$ cat config.mk
export PLATFORM = sky130hd
export DESIGN_NAME = imem_loader
export DESIGN_NICKNAME = d
export VERILOG_FILES = /design/src/rtl/imem_pkg.sv /design/src/rtl/imem_word_packer.sv /design/src/rtl/imem_loader.sv
export SDC_FILE = /design/constraint.sdc
export NUM_CORES = 1
export LEC_CHECK = 0
export ABC_AREA = 1
export CAP_MARGIN = 0
export CORE_MARGIN = 2
export CORE_UTILIZATION = 54
export CTS_BUF_LIST = sky130_fd_sc_hd__clkbuf_16
export CTS_CLUSTER_DIAMETER = 30
export DETAILED_ROUTE_END_ITERATION = 10
export GPL_ROUTABILITY_DRIVEN = 0
export GPL_TIMING_DRIVEN = 0
export PLACE_DENSITY = 0.92
export SLEW_MARGIN = 20
export SYNTH_ARGS = -nofsm -noshare
export SYNTH_HDL_FRONTEND = slang
export SYNTH_SLANG_ARGS = --single-unit
$ cat constraint.sdc
create_clock -name clk -period 4.2 [get_ports clk]
set_clock_uncertainty 0.1 [all_clocks]
set_input_delay 1.05 -clock clk [delete_from_list [all_inputs] [get_ports clk]]
set_output_delay 1.05 -clock clk [all_outputs]
set_load 0.01 [all_outputs]
$ cat src/rtl/imem_pkg.sv
// Shared constants and loader state type for the instruction-memory loader.
package imem_pkg;

  localparam int          IMEM_DEPTH     = 64;
  localparam int          IMEM_ADDR_W    = 6;
  localparam logic [31:0] IMEM_HALT_WORD = 32'hFFFF_FFFF;

  typedef enum logic [2:0] {
    ST_IDLE,
    ST_HDR,
    ST_DATA,
    ST_CHK,
    ST_TERM,
    ST_DONE,
    ST_ERR
  } loader_state_t;

endpackage

$ cat src/rtl/imem_word_packer.sv
// Little-endian byte-to-word assembler; word_valid marks the byte that completes a word,
// with word presenting the fully assembled value in that same cycle.
module imem_word_packer (
  input  logic        clk,
  input  logic        rst,
  input  logic        clr,
  input  logic        byte_en,
  input  logic [7:0]  byte_in,
  output logic        word_valid,
  output logic [31:0] word
);

  logic [1:0]  byte_idx;
  logic [23:0] shift_q;

  always_ff @(posedge clk or posedge rst) begin
    if (rst) begin
      byte_idx <= '0;
      shift_q  <= '0;
    end else if (clr) begin
      byte_idx <= '0;
      shift_q  <= '0;
    end else if (byte_en) begin
      byte_idx <= byte_idx + 2'd1;
      shift_q  <= {byte_in, shift_q[23:8]};
    end
  end

  // Bytes 0..2 sit in shift_q; the fourth byte is merged straight from the input.
  assign word_valid = byte_en && (byte_idx == 2'd3);
  assign word       = {byte_in, shift_q};

endmodule

$ cat src/rtl/imem_loader.sv
// Byte-stream loader for the instruction memory: header count, packed words, halt sentinel.
// Optional trailing XOR checksum byte when IMEM_LOADER_CHECKSUM_EN is defined.
import imem_pkg::*;

module imem_loader #(
  parameter int          DEPTH     = IMEM_DEPTH,
  parameter int          ADDR_W    = IMEM_ADDR_W,
  parameter logic [31:0] HALT_WORD = IMEM_HALT_WORD
) (
  input  logic              clk,
  input  logic              rst,
  input  logic              start,
  input  logic              in_valid,
  input  logic [7:0]        in_data,
  output logic              in_ready,
  output logic              mem_we,
  output logic [ADDR_W-1:0] mem_addr,
  output logic [31:0]       mem_wdata,
  output logic              busy,
  output logic              done,
  output logic              err,
  output logic              cpu_hold
);

  loader_state_t     state;
  logic [ADDR_W-1:0] n_words;
  logic [ADDR_W-1:0] word_idx;
  logic              term_wr;
  logic              xfer;
  logic              start_ok;
  logic              pk_en;
  logic              pk_word_valid;
  logic [31:0]       pk_word;
`ifdef IMEM_LOADER_CHECKSUM_EN
  logic [7:0]        chk_acc;
`endif

  assign xfer     = in_valid && in_ready;
  assign start_ok = start && (state == ST_IDLE || state == ST_DONE || state == ST_ERR);
  assign pk_en    = xfer && (state == ST_DATA);

  imem_word_packer u_packer (
    .clk        (clk),
    .rst        (rst),
    .clr        (start_ok),
    .byte_en    (pk_en),
    .byte_in    (in_data),
    .word_valid (pk_word_valid),
    .word       (pk_word)
  );

  always_ff @(posedge clk or posedge rst) begin
    if (rst) begin
      state     <= ST_IDLE;
      n_words   <= '0;
      word_idx  <= '0;
      term_wr   <= 1'b0;
      in_ready  <= 1'b0;
      mem_we    <= 1'b0;
      mem_addr  <= '0;
      mem_wdata <= '0;
      busy      <= 1'b0;
      done      <= 1'b0;
      err       <= 1'b0;
      cpu_hold  <= 1'b1;
`ifdef IMEM_LOADER_CHECKSUM_EN
      chk_acc   <= '0;
`endif
    end else begin
      mem_we <= 1'b0;
      case (state)
        ST_IDLE, ST_DONE, ST_ERR: begin
          if (start) begin
            state    <= ST_HDR;
            word_idx <= '0;
            term_wr  <= 1'b0;
            in_ready <= 1'b1;
            busy     <= 1'b1;
            done     <= 1'b0;
            err      <= 1'b0;
            cpu_hold <= 1'b1;
          end
        end
        ST_HDR: begin
          if (xfer) begin
            n_words <= in_data[ADDR_W-1:0];
`ifdef IMEM_LOADER_CHECKSUM_EN
            chk_acc <= in_data;
`endif
            if (int'(in_data) > DEPTH - 1) begin
              state    <= ST_ERR;
              in_ready <= 1'b0;
              busy     <= 1'b0;
              err      <= 1'b1;
            end else if (in_data == '0) begin
`ifdef IMEM_LOADER_CHECKSUM_EN
              state    <= ST_CHK;
`else
              state    <= ST_TERM;
              in_ready <= 1'b0;
`endif
            end else begin
              state <= ST_DATA;
            end
          end
        end
        ST_DATA: begin
          if (xfer) begin
`ifdef IMEM_LOADER_CHECKSUM_EN
            chk_acc <= chk_acc ^ in_data;
`endif
            if (pk_word_valid) begin
              mem_we    <= 1'b1;
              mem_addr  <= word_idx;
              mem_wdata <= pk_word;
              word_idx  <= word_idx + ADDR_W'(1);
              if (word_idx == n_words - ADDR_W'(1)) begin
`ifdef IMEM_LOADER_CHECKSUM_EN
                state    <= ST_CHK;
`else
                state    <= ST_TERM;
                in_ready <= 1'b0;
`endif
              end
            end
          end
        end
        ST_CHK: begin
`ifdef IMEM_LOADER_CHECKSUM_EN
          if (xfer) begin
            in_ready <= 1'b0;
            if (in_data == chk_acc) begin
              state <= ST_TERM;
            end else begin
              state <= ST_ERR;
              busy  <= 1'b0;
              err   <= 1'b1;
            end
          end
`else
          state <= ST_IDLE;
`endif
        end
        ST_TERM: begin
          // First TERM cycle carries any pending data write; the halt write follows in the second.
          if (!term_wr) begin
            term_wr   <= 1'b1;
            mem_we    <= 1'b1;
            mem_addr  <= n_words;
            mem_wdata <= HALT_WORD;
          end else begin
            state    <= ST_DONE;
            busy     <= 1'b0;
            done     <= 1'b1;
            cpu_hold <= 1'b0;
          end
        end
        default: state <= ST_IDLE;
      endcase
    end
  end

endmodule

# Yosys cells after proc, flatten, opt, wreduce, memory -nomap -nowiden
# Cells that the tools add are included.
[totals]
regBits = 86
in_bits = 12
output_inout_bits = 44
elab_cells = 108
[op_classes]
add_sub_neg = 3
n_lt_le_gt_ge = 1
n_eq_ne = 16
mux = 49
reduce_logical = 25
[ops]
columns = ["op", "n"]
rows = [
  ["$mux 32", 3],
  ["$pmux 32 s2", 1],
  ["$mux 24", 2],
  ["$mux 6", 6],
  ["$mux 3", 8],
  ["$pmux 6 s2", 2],
  ["$mux 1", 17],
  ["$ne 2x2->1 const B", 7],
  ["$pmux 3 s4", 1],
  ["$reduce_and 4->1", 3],
  ["$pmux 1 s2", 5],
  ["$reduce_bool 2->1", 5],
  ["$eq 3x3->1 const B", 3],
  ["$gt 8x6->1 const B", 1],
  ["$logic_not 8->1", 1],
  ["$reduce_and 7->1", 1],
  ["$add 6x1->6 const B", 1],
  ["$eq 6x6->1", 1],
  ["$pmux 1 s3", 2],
  ["$reduce_and 6->1", 1],
  ["$reduce_bool 3->1", 2],
  ["$sub 6x1->6 const B", 1],
  ["$reduce_and 5->1", 1],
  ["$logic_and 1x1->1", 4],
  ["12 further kinds", 15],
]

# Depth between registers and ports, before layout
# Gate-level depths: netlist (run 1).
[depth]
word_depth = 6
ltp_mapped = 14
depth_no_buf = 14

# By module
# Synthesis (run 1) repeated with hierarchy kept, for this count alone.
[hier_totals]
cells_unflattened = 429
area_unflattened_um2 = 3971.3
[modules_own_cells]
columns = ["mod", "n_inst", "cells_each", "area_per_inst_um2", "seq_area_each_um2"]
rows = [
  ["imem_loader", 1, 303, 2839.0, 1502.7],
  ["imem_word_packer", 1, 126, 1132.3, 650.6],
]

# Least setup slack after synthesis (run 1)
# No wires, ideal clock.
[synth_timing]
path_kind = "input to register"
from = "in in_valid"
to = "reg state[0]"
arrival_time_ns = 1.983
setup_slack_ns = 1.996
path_stages = 9
n_path_buf = 0
path_cell_list = "nand2_1 -> nor2_8 -> nand2_4 -> nand2_1 -> nand2_2 -> nor2_2 -> nand3_1 -> nand2_1 -> nand2_1"
[synth_between]
elab_chain_cells = 5
word_cells_on_any_way = 7
[synth_lines]
columns = ["item", "line_no", "source"]
rows = [
  ["from (decl)", "imem_loader.sv:13", "input logic in_valid,"],
  ["$logic_and 1x1->1 *", "imem_loader.sv:38", "assign xfer = in_valid && in_ready;"],
  ["$logic_and 1x1->1", "imem_loader.sv:40", "assign pk_en = xfer && (state == ST_DATA);"],
  ["$logic_and 1x1->1", "imem_word_packer.sv:30", "assign word_valid = byte_en && (byte_idx == 2'd3);"],
  ["$ne 2x2->1 (no line)", "n/a", ""],
  ["$reduce_and 6->1 (no line) *", "n/a", ""],
  ["to (signal assigned)", "imem_loader.sv:54", "state <= ST_IDLE;"],
  ["to (signal assigned)", "imem_loader.sv:74", "state <= ST_HDR;"],
  ["to (signal assigned)", "imem_loader.sv:91", "state <= ST_ERR;"],
  ["to (decl)", "imem_loader.sv:25", "loader_state_t state;"],
]
# Every way passes the cells marked *; elsewhere a longest branch is shown, timed or not.
# A chain may end at the register's enable or synchronous reset.

# Worst setup path in the final report (run 1)
[layout_timing]
from = "in in_valid"
to = "reg state[2]"
# Same word-level chain as after synthesis.

==> summary.txt, run 1 <==
outcome = completed
Synthesis Warnings = 0
largest net degree at the start of global routing = 51
grt ovf = 0
clock latency on the worst-skew pair = 0.34 ns
IO Port Bufs = 55
Fillers = 492
cell area after layout = 4750 um2
CTS root buffer = clkbuf_16
Inserted Clock Buffers = 9
CP Capture Type = flop
Startpoint Class = primary input
post-route ant nets = 0
final design utilization = 70.3%
clk buf depth = 2
post-synthesis instance area = 3760 um2
Rows = 30
Post-CTS Setup Bufs = 0
share of layout cells above drive strength 1 = 7.82%
CP Class = in2reg
area leader, netlist = dfrtp_1
gr usage total = 25.6%
Ant. Diodes = 0
H-Tree Depth = 3
DR WL/cell = 15.7 um
dpl hpwl = 6290 um
syn nets = 442
DRT Pass-1 Iters = 5
P_leak = 2.38 nW
Seq. cell area = 2150 um2
top cells by area, synth = dfrtp_1, nor2_1, nand2_1, a22oi_1, inv_1
Final Hold Viols = 0
core area = 6760 um2
drc violations = 0
measured slew at the worst slew-check pin = 0.621 ns
Mean Syn Cell Area = 8.81 um2
max-slew violations = 0
routed wire length = 9070 um
height of the die = 87.5 um
via count = 3215
hold-fix buffers at CTS = 0
Mapped Cells = 427
first-pass GRT wire length = 15000 um
synthesis-stage register bit count = 86
area delta synth->final = 26.1%
maxcap violations = 0
sequential area share after synthesis = 57.2%
maximum clock frequency = 0.382 GHz
Post-DP Area = 4440 um2
CTS tree = done
initial antenna violation count = 0
Max rail drop VDD = 0.322 mV
clock-pin slew on the worst setup and hold paths = 0.07 ns
Worst Hold Class = reg2reg
DIE WIDTH = 87.5 um
post-route minimum period = 2.62 ns
Final Cycle Share = 62.3%
clock sinks = 86
I/O Pins = 56
full die area = 7650 um2
Synth cell types = 29
crit path max fanout = 10
initial DRC count = 346
Synth top area share = 56.5%
unrepaired setup endpoints after global routing = false
multi-input logic area = 1350 um2
Slew HR = 58.6%
CTS resizes = 0
DR vias/cell = 5.55
arrival time at the worst endpoint = 2.75 ns
vias in the first global route = 3181
Worst EP required = 4.33 ns
NumNets Final = 509
final setup fails = 0
Initial Utilization = 55.7%
pwr/cell area = 602 nW/um2
==> power by group <==
part	switching [mW]	total [mW]	internal [mW]
logic	0.580	0.936	0.356
registers	0.123	1.10	0.974
clock network	0.352	0.825	0.473
total	1.05	2.86	1.80
==> cells in the mapped netlist <==
library cell  instances
a22oi_1              25
buf_1                 2
xnor2_1               2
nand2_4               1
inv_2                 5
ha_1                  3
nor2_4                2
a21oi_1               2
nand3b_1              1
nor2_2                1
nor2_1               96
dfrtp_1              85
o22a_1                9
o31ai_1               1
dfstp_2               1
nand2_1              83
xor2_1                4
buf_2                 5
nand4_1               5
inv_1                49
nand3_1              14
a31oi_1               7
or2_2                 1
nor2_8                1
o21ai_1              10
clkbuf_1              5
nand2_2               3
o21ai_0               3
buf_4                 1
==> cell type report <==
cell class	count	area share, %
plain buffers	13	1.24
clock buffers	9	4.74
clock inverters	7	1.79
inverters	54	4.32
multi-input cells	274	28.4
flip-flops and latches	86	45.4
well taps	80	2.11
repair buffers	56	12.0
==> sequential cells by signal, indices dropped and copies added, names as in the netlist <==
signal,cells
mem_wdata,32
u_packer.shift_q,24
mem_addr,6
n_words,6
word_idx,6
state,3
u_packer.byte_idx,2
busy,1
cpu_hold,1
done,1
err,1
in_ready,1
mem_we,1
term_wr,1
==> worst paths after layout <==
kind | startpoint | slack, ns | depth (start not counted) | end
hold / removal | cpu_hold$_DFFE_PP1P_ | 0.38 | 2 | cpu_hold$_DFFE_PP1P_
hold reg to reg | cpu_hold$_DFFE_PP1P_ | 0.38 | 2 | cpu_hold$_DFFE_PP1P_
min in group asynchronous | rst | 1.05 | 2 | state[1]$_DFFE_PP0P_
max in group asynchronous | rst | 2.35 | 3 | mem_wdata[19]$_DFFE_PP0P_
setup reg to reg | state[0]$_DFFE_PP0P_ | 2.03 | 7 | mem_addr[2]$_DFFE_PP0P_
setup / recovery | in_valid | 1.58 | 10 | state[2]$_DFFE_PP0P_
==> metrics by stage <==
stage | worst slack, ns | setup TNS [ns] | hold slack (ns) | instances | power (mW)
after CTS | 1.62 | 0 | 0.383 | 579 | 2.85
after floorplan | 0.830 | 0 | 0.342 | 427 | 1.71
final | 1.58 | 0 | 0.376 | 579 | 2.86
after global placement | -0.321 | -27.06 | 0.352 | 562 | 1.97
after detailed placement | 1.27 | 0 | 0.372 | 563 | 2.03
after global routing | 1.46 | 0 | 0.404 | 579 | 3.03
==> layer usage <==
metal / wire length (um) / track usage [%] / up-vias
li1: - / - / 1502
met1: 3840 / 33.3 / 1564
met2: 4490 / 41.6 / 126
met3: 560 / 5.50 / 23
met4: 184 / 11.0 / 0
met5: 0 / 0 / -
==> critical path: stages <==
cell and delay [ns]:
clkdlybuf4s50_1 0.46, nand2_1 0.19, nor2_8 0.26, nand2_4 0.12, nand2_1 0.09, nand2_2 0.10, nor2_2 0.18, nand3_1 0.15
nand2_1 0.09, nand2_1 0.05
==> cell usage in the layout, fill, tap and decap left out, drive strengths merged <==
cell type and count:
nand4 5, a21oi 2, nand3 14, dfrtp 85
a22oi 25, xnor2 2, inv 58, o31ai 1
o22a 9, nor2 100, dfstp 1, ha 3
nand3b 1, a31oi 7, clkbuf 14, or2 1
clkinvlp 2, xor2 4, bufinv 1, clkdlybuf4s50 55
nand2 87, o21ai 13, buf 9
==> cell families after synthesis <==
kind of cell               count (synthesis)  share of synthesized area (%)
and+or+nand+nor                          208                           23.0
adders and majority gates                  3                          0.997
DFF                                       86                           57.2
xor gates and xnor gates                   6                           1.40
AOI/OAI and AO/OA                         57                           10.4
buffers and inverters                     67                           6.95
No activity file was read; power rests on OpenSTA's default activity.
==> inputs of run 2 (changes only) <==
- CORE_UTILIZATION: 54 -> 49
- PLACE_DENSITY: 0.92 -> 0.88
- clock period: 4.2 -> 2.12 ns (I/O delays scaled with it)
==> summary.txt, run 2 (synthesized netlist as in run 1, its figures left out) <==
Initial Utilization = 51.3%
Max rail drop VDD = 0.619 mV
via count = 3236
pwr/cell area = 1190 nW/um2
net switching power = 2.16 mW
most flop-heavy register = mem_wdata
Int Pwr = 3.64 mW
CTS tree = done
DR vias/cell = 5.35
full die area = 8400 um2
outcome = completed
DRT Pass-1 Iters = 4
crit path max fanout = 10
clock latency on the worst-skew pair = 0.34 ns
first-pass GRT wire length = 15700 um
measured slew at the worst slew-check pin = 0.618 ns
clock sinks = 86
Gate power share = 34.2%
clock-pin slew on the worst setup and hold paths = 0.06 ns
Slew HR = 58.7%
Final Hold Viols = 0
Fillers = 538
CP Capture Type = flop
cell area after layout = 4860 um2
most common cell after layout, fill and taps aside = nor2_1
largest stage delay on the critical path = 0.43 ns
CP Class = reg2reg
max-slew violations = 0
Largest regs = mem_wdata x32, u_packer.shift_q x24
largest net degree at the start of global routing = 35
max FFs per register = 32
height of the die = 91.6 um
initial antenna violation count = 0
I/O Pins = 56
core area = 7330 um2
Worst EP required = 2.23 ns
commonest non-fill, non-tap cells in the layout = nor2_1, dfrtp_1, nand2_1
grt ovf = 0
Inserted Clock Buffers = 9
Crit-path slowest cell = dfrtp_1
CTS root buffer = clkbuf_16
gr usage total = 23.9%
P_leak = 2.43 nW
vias in the first global route = 3285
hold-fix buffers at CTS = 0
dpl hpwl = 6490 um
H-Tree Depth = 3
NumNets Final = 516
final setup fails = 0
IO Port Bufs = 55
post-route ant nets = 0
Startpoint Class = flop
Final Cycle Share = 96.9%
Flop pwr share = 37.6%
sw frac = 37.3%
arrival time at the worst endpoint = 2.16 ns
DR WL/cell = 15.6 um
drc violations = 0
post-route minimum period = 2.05 ns
final design utilization = 66.4%
maximum clock frequency = 0.487 GHz
clock share of power = 28.2%
Ant. Diodes = 0
Cell Chain, Critical Path = inv_1 > nand2_1 > nor2_4 > inv_2 > nor2_8 > nand2_4 > nand2_2 > buf_2 > a31oi_1
DIE WIDTH = 91.6 um
share of layout cells above drive strength 1 = 10.9%
Post-DP Area = 4480 um2
area delta synth->final = 29.3%
initial DRC count = 398
Worst Hold Class = reg2reg
routed wire length = 9430 um
clk buf depth = 2
Rows = 31
maxcap violations = 0
## run 2: changes by cell type in the layout (fill, tap and decap cells not counted), moves of 2 or more
cell      previous run  this run
inv_2                5         7
clkbuf_2             0         2
buf_1                2         0
clkinv_4             0         2
nand2_2              3         6
buf_4                1         8
nand2_1             83        80
inv_1               48        46
## run 2: final cells by class
| type | instances | area, um2 | share of cell area [%] |
|---|---|---|---|
| Clock inverter | 7 | 87.6 | 1.80 |
| Multi-Input combinational cell | 274 | 1370 | 28.1 |
| Timing Repair Buffer | 64 | 643 | 13.2 |
| Sequential cell | 86 | 2150 | 44.3 |
| Clock buffer | 9 | 225 | 4.63 |
| Buffer | 12 | 57.6 | 1.18 |
| Tap cell | 99 | 124 | 2.55 |
| Inverter | 54 | 206 | 4.24 |
## run 2: power by group through the flow
stage	Combinational [mW]	Clock (mW)	Sequential [mW]
after floorplan	1.19	0	2.20
after global placement	1.73	0	2.18
after detailed placement	1.83	0	2.20
after CTS	1.86	1.65	2.17
after global routing	2.19	1.73	2.22
final	1.99	1.64	2.19
## run 2: worst paths after layout
check / start / to / slack [ns] / cells after the start
min reg2reg: cpu_hold$_DFFE_PP1P_ / cpu_hold$_DFFE_PP1P_ / 0.36 / 2
max in group asynchronous: rst / cpu_hold$_DFFE_PP1P_ / 0.77 / 3
max reg2reg: state[0]$_DFFE_PP0P_ / mem_addr[2]$_DFFE_PP0P_ / 0.07 / 9
min in group asynchronous: rst / mem_wdata[31]$_DFFE_PP0P_ / 0.52 / 2
max: state[0]$_DFFE_PP0P_ / mem_addr[2]$_DFFE_PP0P_ / 0.07 / 9
min: cpu_hold$_DFFE_PP1P_ / cpu_hold$_DFFE_PP1P_ / 0.36 / 2
## run 2: timing repair
action,4_1_cts,5_1_grt
endpoints found under the setup margin,14,62
setup buffers,0,7
hold endpoints to repair,0,0
pin swaps,0,2
resized for setup,1,9
## run 2: routing by layer
metal | global-route usage (%) | wire (um) | vias to the layer above
li1 | - | - | 1514
met1 | 30.9 | 3800 | 1550
met5 | 0 | 0 | -
met2 | 39.2 | 4810 | 148
met4 | 12.2 | 251 | 0
met3 | 3.37 | 568 | 24
## run 2: stage by stage
stage | power (mW) | hold slack (ns) | worst slack [ns] | setup TNS, ns | instances
6_report | 5.81 | 0.361 | 0.0665 | 0 | 605
5_1_grt | 6.14 | 0.383 | -0.0267 | -0.106 | 605
4_1_cts | 5.69 | 0.364 | 0.0253 | 0 | 599
3_5_place_dp | 4.03 | 0.354 | -0.236 | -10.94 | 583
3_3_place_gp | 3.91 | 0.352 | -0.362 | -41.68 | 581
2_1_floorplan | 3.39 | 0.342 | 0.387 | 0 | 427
## run 2: worst max-delay path: cells and delay by family (launching register included)
family | cells | cell delay, ns
flops | 1 | 0.43
buf+inv | 3 | 0.49
compound gates | 1 | 0.11
simple gates | 5 | 0.79
